### config.mk
export PLATFORM = sky130hd
export DESIGN_NAME = frame_load_sequencer
export DESIGN_NICKNAME = d
export VERILOG_FILES = /design/src/rtl/frame_load_pkg.sv /design/src/rtl/frame_load_sequencer.sv
export SDC_FILE = /design/constraint.sdc
export NUM_CORES = 1
export LEC_CHECK = 0
export CORE_AREA = 2 2 201 203
export CTS_CLUSTER_DIAMETER = 150
export CTS_CLUSTER_SIZE = 28
export DETAILED_ROUTE_END_ITERATION = 10
export DIE_AREA = 0 0 203 205
export HOLD_SLACK_MARGIN = 0.15
export PLACE_DENSITY_LB_ADDON = 0.15
export SETUP_SLACK_MARGIN = 0.4
export SLEW_MARGIN = 40
export SYNTH_ARGS = -nofsm -noshare
export SYNTH_HDL_FRONTEND = slang
export SYNTH_SLANG_ARGS = --single-unit
### constraint.sdc
create_clock -name CLK -period 3.3 [get_ports CLK]
set_clock_uncertainty 0.05 [all_clocks]
set_input_delay 0.99 -clock CLK [delete_from_list [all_inputs] [get_ports CLK]]
set_output_delay 0.99 -clock CLK [all_outputs]
set_load 0.1 [all_outputs]
### src/rtl/frame_load_pkg.sv
// Shared types for the frame load sequencer: FSM state encoding and header field positions.
package frame_load_pkg;

  typedef enum logic [2:0] {
    IDLE   = 3'd0,
    LOAD   = 3'd1,
    CHECK  = 3'd2,
    STROBE = 3'd3,
    DRAIN  = 3'd4
  } state_t;

  // Header layout: column index in the top bits, frame index in the bottom bits.
  localparam int HDR_FRAME_LSB = 0;

  function automatic int hdr_col_msb(input int frame_bits);
    return frame_bits - 1;
  endfunction

endpackage

### src/rtl/frame_load_sequencer.sv
// Loads NUM_ROWS row slices after a header word, then strobes one frame in one or all columns.
// Optional check word after the data is enabled by defining FRAME_LOAD_CHECK_EN.
module frame_load_sequencer
  import frame_load_pkg::*;
#(
  parameter int NUM_ROWS   = 8,
  parameter int NUM_COLS   = 10,
  parameter int FRAME_BITS = 32,
  parameter int MAX_FRAMES = 20
) (
  input  logic                           CLK,
  input  logic                           resetn,
  input  logic                           in_valid,
  output logic                           in_ready,
  input  logic [FRAME_BITS-1:0]          in_data,
  output logic [FRAME_BITS*NUM_ROWS-1:0] FrameData,
  output logic [MAX_FRAMES*NUM_COLS-1:0] FrameStrobe,
  input  logic                           err_clr,
  output logic                           err,
  output logic                           busy,
  output logic [15:0]                    frames_done,
  output state_t                         state
);

  localparam int COL_W = $clog2(NUM_COLS + 1);
  localparam int IDX_W = $clog2(MAX_FRAMES);
  localparam int CNT_W = $clog2(NUM_ROWS + 2);
  localparam int HDR_COL_MSB = hdr_col_msb(FRAME_BITS);
`ifdef FRAME_LOAD_CHECK_EN
  localparam int DRAIN_WORDS = NUM_ROWS + 1;
`else
  localparam int DRAIN_WORDS = NUM_ROWS;
`endif

  localparam logic [COL_W-1:0] BCAST_COL  = '1;
  localparam logic [COL_W-1:0] NUM_COLS_C = COL_W'(NUM_COLS);

  state_t             state_n;
  logic [CNT_W-1:0]   row_cnt, row_n;
  logic [COL_W-1:0]   col_q;
  logic [IDX_W-1:0]   frame_q;
  logic               bcast_q;
  logic               accept, ld_hdr, wr_row, err_set;
  logic [COL_W-1:0]   hdr_col;
  logic [IDX_W-1:0]   hdr_frame;
  logic               hdr_bcast, hdr_bad;
`ifdef FRAME_LOAD_CHECK_EN
  logic [FRAME_BITS-1:0] chk_q;
`endif

  assign hdr_col   = in_data[HDR_COL_MSB -: COL_W];
  assign hdr_frame = in_data[HDR_FRAME_LSB +: IDX_W];
  assign hdr_bcast = (hdr_col == BCAST_COL);
  assign hdr_bad   = (!hdr_bcast && (hdr_col >= NUM_COLS_C)) ||
                     ({1'b0, hdr_frame} >= (IDX_W+1)'(MAX_FRAMES));
  assign accept    = in_valid && in_ready;
  assign busy      = (state != IDLE);

  always_comb begin
    state_n  = state;
    row_n    = row_cnt;
    ld_hdr   = 1'b0;
    wr_row   = 1'b0;
    err_set  = 1'b0;
    in_ready = (state != STROBE);
    case (state)
      IDLE: if (accept) begin
        ld_hdr = 1'b1;
        row_n  = '0;
        if (hdr_bad) begin
          err_set = 1'b1;
          state_n = DRAIN;
        end else begin
          state_n = LOAD;
        end
      end
      LOAD: if (accept) begin
        wr_row = 1'b1;
        if (row_cnt == CNT_W'(NUM_ROWS - 1)) begin
          row_n = '0;
`ifdef FRAME_LOAD_CHECK_EN
          state_n = CHECK;
`else
          state_n = STROBE;
`endif
        end else begin
          row_n = row_cnt + 1'b1;
        end
      end
`ifdef FRAME_LOAD_CHECK_EN
      CHECK: if (accept) begin
        if (in_data != chk_q) begin
          err_set = 1'b1;
          state_n = IDLE;
        end else begin
          state_n = STROBE;
        end
      end
`endif
      STROBE: state_n = IDLE;
      DRAIN: if (accept) begin
        if (row_cnt == CNT_W'(DRAIN_WORDS - 1)) begin
          row_n   = '0;
          state_n = IDLE;
        end else begin
          row_n = row_cnt + 1'b1;
        end
      end
      default: state_n = IDLE;
    endcase
  end

  always_ff @(posedge CLK or negedge resetn) begin
    if (!resetn) begin
      state       <= IDLE;
      row_cnt     <= '0;
      col_q       <= '0;
      frame_q     <= '0;
      bcast_q     <= 1'b0;
      FrameData   <= '0;
      frames_done <= '0;
      err         <= 1'b0;
`ifdef FRAME_LOAD_CHECK_EN
      chk_q       <= '0;
`endif
    end else begin
      state   <= state_n;
      row_cnt <= row_n;
      // Set wins over clear so an error in the clearing cycle is not lost.
      err     <= err_set | (err & ~err_clr);
      if (ld_hdr && !hdr_bad) begin
        col_q   <= hdr_col;
        frame_q <= hdr_frame;
        bcast_q <= hdr_bcast;
      end
      if (wr_row) FrameData[row_cnt*FRAME_BITS +: FRAME_BITS] <= in_data;
      if (state == STROBE) frames_done <= frames_done + 16'd1;
`ifdef FRAME_LOAD_CHECK_EN
      if (ld_hdr) chk_q <= in_data;
      else if (wr_row) chk_q <= chk_q ^ in_data;
`endif
    end
  end

  always_comb begin
    FrameStrobe = '0;
    if (state == STROBE) begin
      for (int c = 0; c < NUM_COLS; c++) begin
        for (int f = 0; f < MAX_FRAMES; f++) begin
          if ((frame_q == IDX_W'(f)) && (bcast_q || (col_q == COL_W'(c))))
            FrameStrobe[c*MAX_FRAMES + f] = 1'b1;
        end
      end
    end
  end

endmodule

==> qor.csv <==
stage;metric;value;unit
power;total power draw;10.6;mW
run_status;failing checks;setup timing;
run;Max-Cap Viols;0;
placement;hpwl dp;40000;um
placement;pre-CTS setup slack;-118;ps
global_route;pin count of the biggest net entering global routing;61;
placement;post-place instance area;22000;sq um
power;power per cell area;450;nW/um^2
setup_path;Crit Path Max Fanout;9;
layout;design area;23600;sq um
synthesis;post-synth top area cell;dfrtp_1;
clock_tree;clk slew on worst S/H paths;110;ps
synthesis;Seq cells post-synth;290;
routing;DR WL/cell;23.5;um
timing;slew margin rel.;0.571;
synthesis;Yosys warnings;0;
global_route;global route total overflow;0;
global_route;gr usage total;0.244;
synthesis;sequential share of the synthesized area;0.556;
timing;Worst Slack Setup Final;-5.53;ps
clock_tree;Inserted Clock Buffers;14;
setup_path;CP Class;flip-flop to output port;
routing;initial DRC count;481;
layout;fin util;0.599;
power;Pleak;10.6;nW
routing;via count;10800;
synthesis;synth unique cells;48;
timing;final cycle utilization of the critical path;1.00;
layout;multi-input gate area in the final layout;7440;sq um
synthesis;Synth async-reset ratio;1.00;
floorplan;Die H;205;um
synthesis;Netlist Area Pre-Place;13100;sq um
routing;Routed Antenna Nets;0;
routing;# DRC;0;
timing;Final Hold Viols;0;
global_route;first-pass GRT wire length;76100;um
layout;Area growth, synth to finish;80.5;%
layout;register area;7280;sq um
synthesis;top cells by area, synth;dfrtp_1, mux2_2, nor2_1;
clock_tree;Clock Path Buffers;3;
synthesis;cell with the most instances after synthesis;dfrtp_1;
routing;drt via density;4.88;
layout;layout cells sized above 1;0.674;
min_path;Hold Path Class;input port to asynchronous set/reset pin;
synthesis;share of the synthesized area in the top cell type;0.556;
timing;Setup TNS;-5.53;ps
clock_tree;H-tree Lvls;1;
timing;Pins Over Slew Limit;0;
clock_tree;Worst-Skew Late Latency;520;ps
timing;worst slew pin tran;643;ps
timing;Min Clock Period, post-route;3310;ps
routing;wirelength, routed;51900;um
layout;FILL cells;3115;
clock_tree;clock tree sinks;290;
routing;DRT Pass-1 Iters;4;
layout;nets;1715;
global_route;number of global-route vias before repair;11100;
floorplan;Die W;203;um
synthesis;Syn Area/Cell;11.8;sq um
setup_path;Critical Path RT;2260;ps
setup_path;Critical Path AT;2270;ps
clock_tree;CTS tree;done;
synthesis;syn_nets;1145;
floorplan;die area;41600;sq um
floorplan;I/O pin total;514;
floorplan;CORE AREA;39400;sq um
placement;GPL Wtd Cong;0.854;
setup_path;reg2reg path depth;8;
setup_path;crit start category;flip-flop;
power;maximum vdd ir drop;0.533;mV
timing;RSZ-0062 raised after global routing;true;
setup_path;crit path capture type;output port;
timing;Max Fclk;0.303;GHz
global_route;initial antenna violation count;7;
synthesis;Gate Count Post-Synth;1105;
synthesis;top_reg_cell synth;dfrtp_1;
timing;final count of negative-setup-slack endpoints;1;
setup_path;reg2reg setup slack;560;ps
placement;Port Buffers;513;
clock_tree;Hold Buf Count CTS;0;
floorplan;Core Rows;73;
floorplan;Initial Util;0.332;
clock_tree;root buf cell;clkbuf_16;
synthesis;EDFF count, synth;0;
run_status;outcome;complete, but fails checks;
synthesis;Post-synth top cells;dfrtp_1, nor2_1, mux2_2, nand2_1, clkbuf_1;
==> area by class of cell <==
| type | instances | area share |
|---|---|---|
| diodes | 5 | 0.000531 |
| clock buffers | 16 | 0.0152 |
| clock inverters | 2 | 0.00154 |
| inverters | 8 | 0.00143 |
| multi-input cells | 738 | 0.316 |
| flip-flops and latches | 290 | 0.309 |
| well taps | 525 | 0.0279 |
| repair buffers | 623 | 0.329 |
==> metrics by stage <==
step           hold slack (ps)  cells
2_1_floorplan              459   1105
3_3_place_gp               414   2148
3_5_place_dp               426   2149
4_1_cts                    293   2186
5_1_grt                    299   2206
6_report                   289   2207
==> path summary, 6_finish.rpt <==
kind                            startpoint               end
min in group CLK           frames_done[15]   frames_done[15]
setup reg to reg                row_cnt[1]    FrameData[134]
max in group asynchronous           resetn    FrameData[159]
hold / removal                      resetn    FrameData[208]
setup / recovery                  state[2]  FrameStrobe[179]
hold reg to reg            frames_done[15]   frames_done[15]
==> routing by layer <==
| metal | vias to the layer above | track usage | wire length, um |
|---|---|---|---|
| met1 | 5490 | 0.317 | 21600 |
| met5 | - | 0 | 0 |
| met4 | 0 | 0.0717 | 1470 |
| met3 | 60 | 0.0581 | 3440 |
| met2 | 329 | 0.404 | 25400 |
| li1 | 4888 | - | - |
==> registers in the layout (all words and copies together), names as in the netlist <==
| name | flops |
|---|---|
| col_q | 4 |
| frame_q | 5 |
| row_cnt | 4 |
| frames_done | 16 |
| bcast_q | 1 |
| state | 3 |
| err | 1 |
| FrameData | 256 |
==> cells in the final DEF (no fill, tap or decap), types with 4 or more instances in the layout <==
cell type,instances
nand2_8,11
nand2_2,6
mux2_4,48
ha_1,4
and2_1,31
nor2_2,6
o31ai_1,13
a21oi_4,7
dfrtp_1,279
diode_2,5
dfrtp_2,8
nor2_1,9
clkdlybuf4s50_1,33
inv_1,7
nor2_4,201
buf_8,4
xnor2_1,10
nand3_1,8
nand3_2,4
nor3_1,7
o21ai_0,24
buf_12,229
mux2_2,200
nor2b_4,4
nor2b_1,38
nand2_1,42
clkbuf_16,14
xor2_1,6
nand4_1,5
buf_6,12
buf_4,342
==> timing repair <==
item,in CTS,in global routing
pin swaps,12,18
gates resized for setup,134,37
buffers inserted,16,15
cloned,3,1
endpoints found under the setup margin,201,357
==> critical path: stages, from the launching register on <==
cell and delay (ps):
dfrtp_4 530, and3b_2 280, and3_4 200, buf_12 170, nand3_4 80, buf_12 160, nor2_4 120, buf_12 180
==> report_power, final <==
group          internal [mW]  switching [mW]
clock                  0.807            1.16
sequential              3.77           0.249
combinational           1.15            3.45
total                   5.73            4.87
==> kinds of logic after synthesis <==
logic type                 Yosys count  share of synthesized area
and+or+nand+nor                    403                      0.141
DFF                                290                      0.556
muxes                              249                      0.229
buffers and inverters               80                     0.0295
AOI/OAI and AO/OA                   62                     0.0293
xor gates and xnor gates            17                     0.0120
adders and majority gates            4                    0.00383
Power figures use the tool's default switching activity.
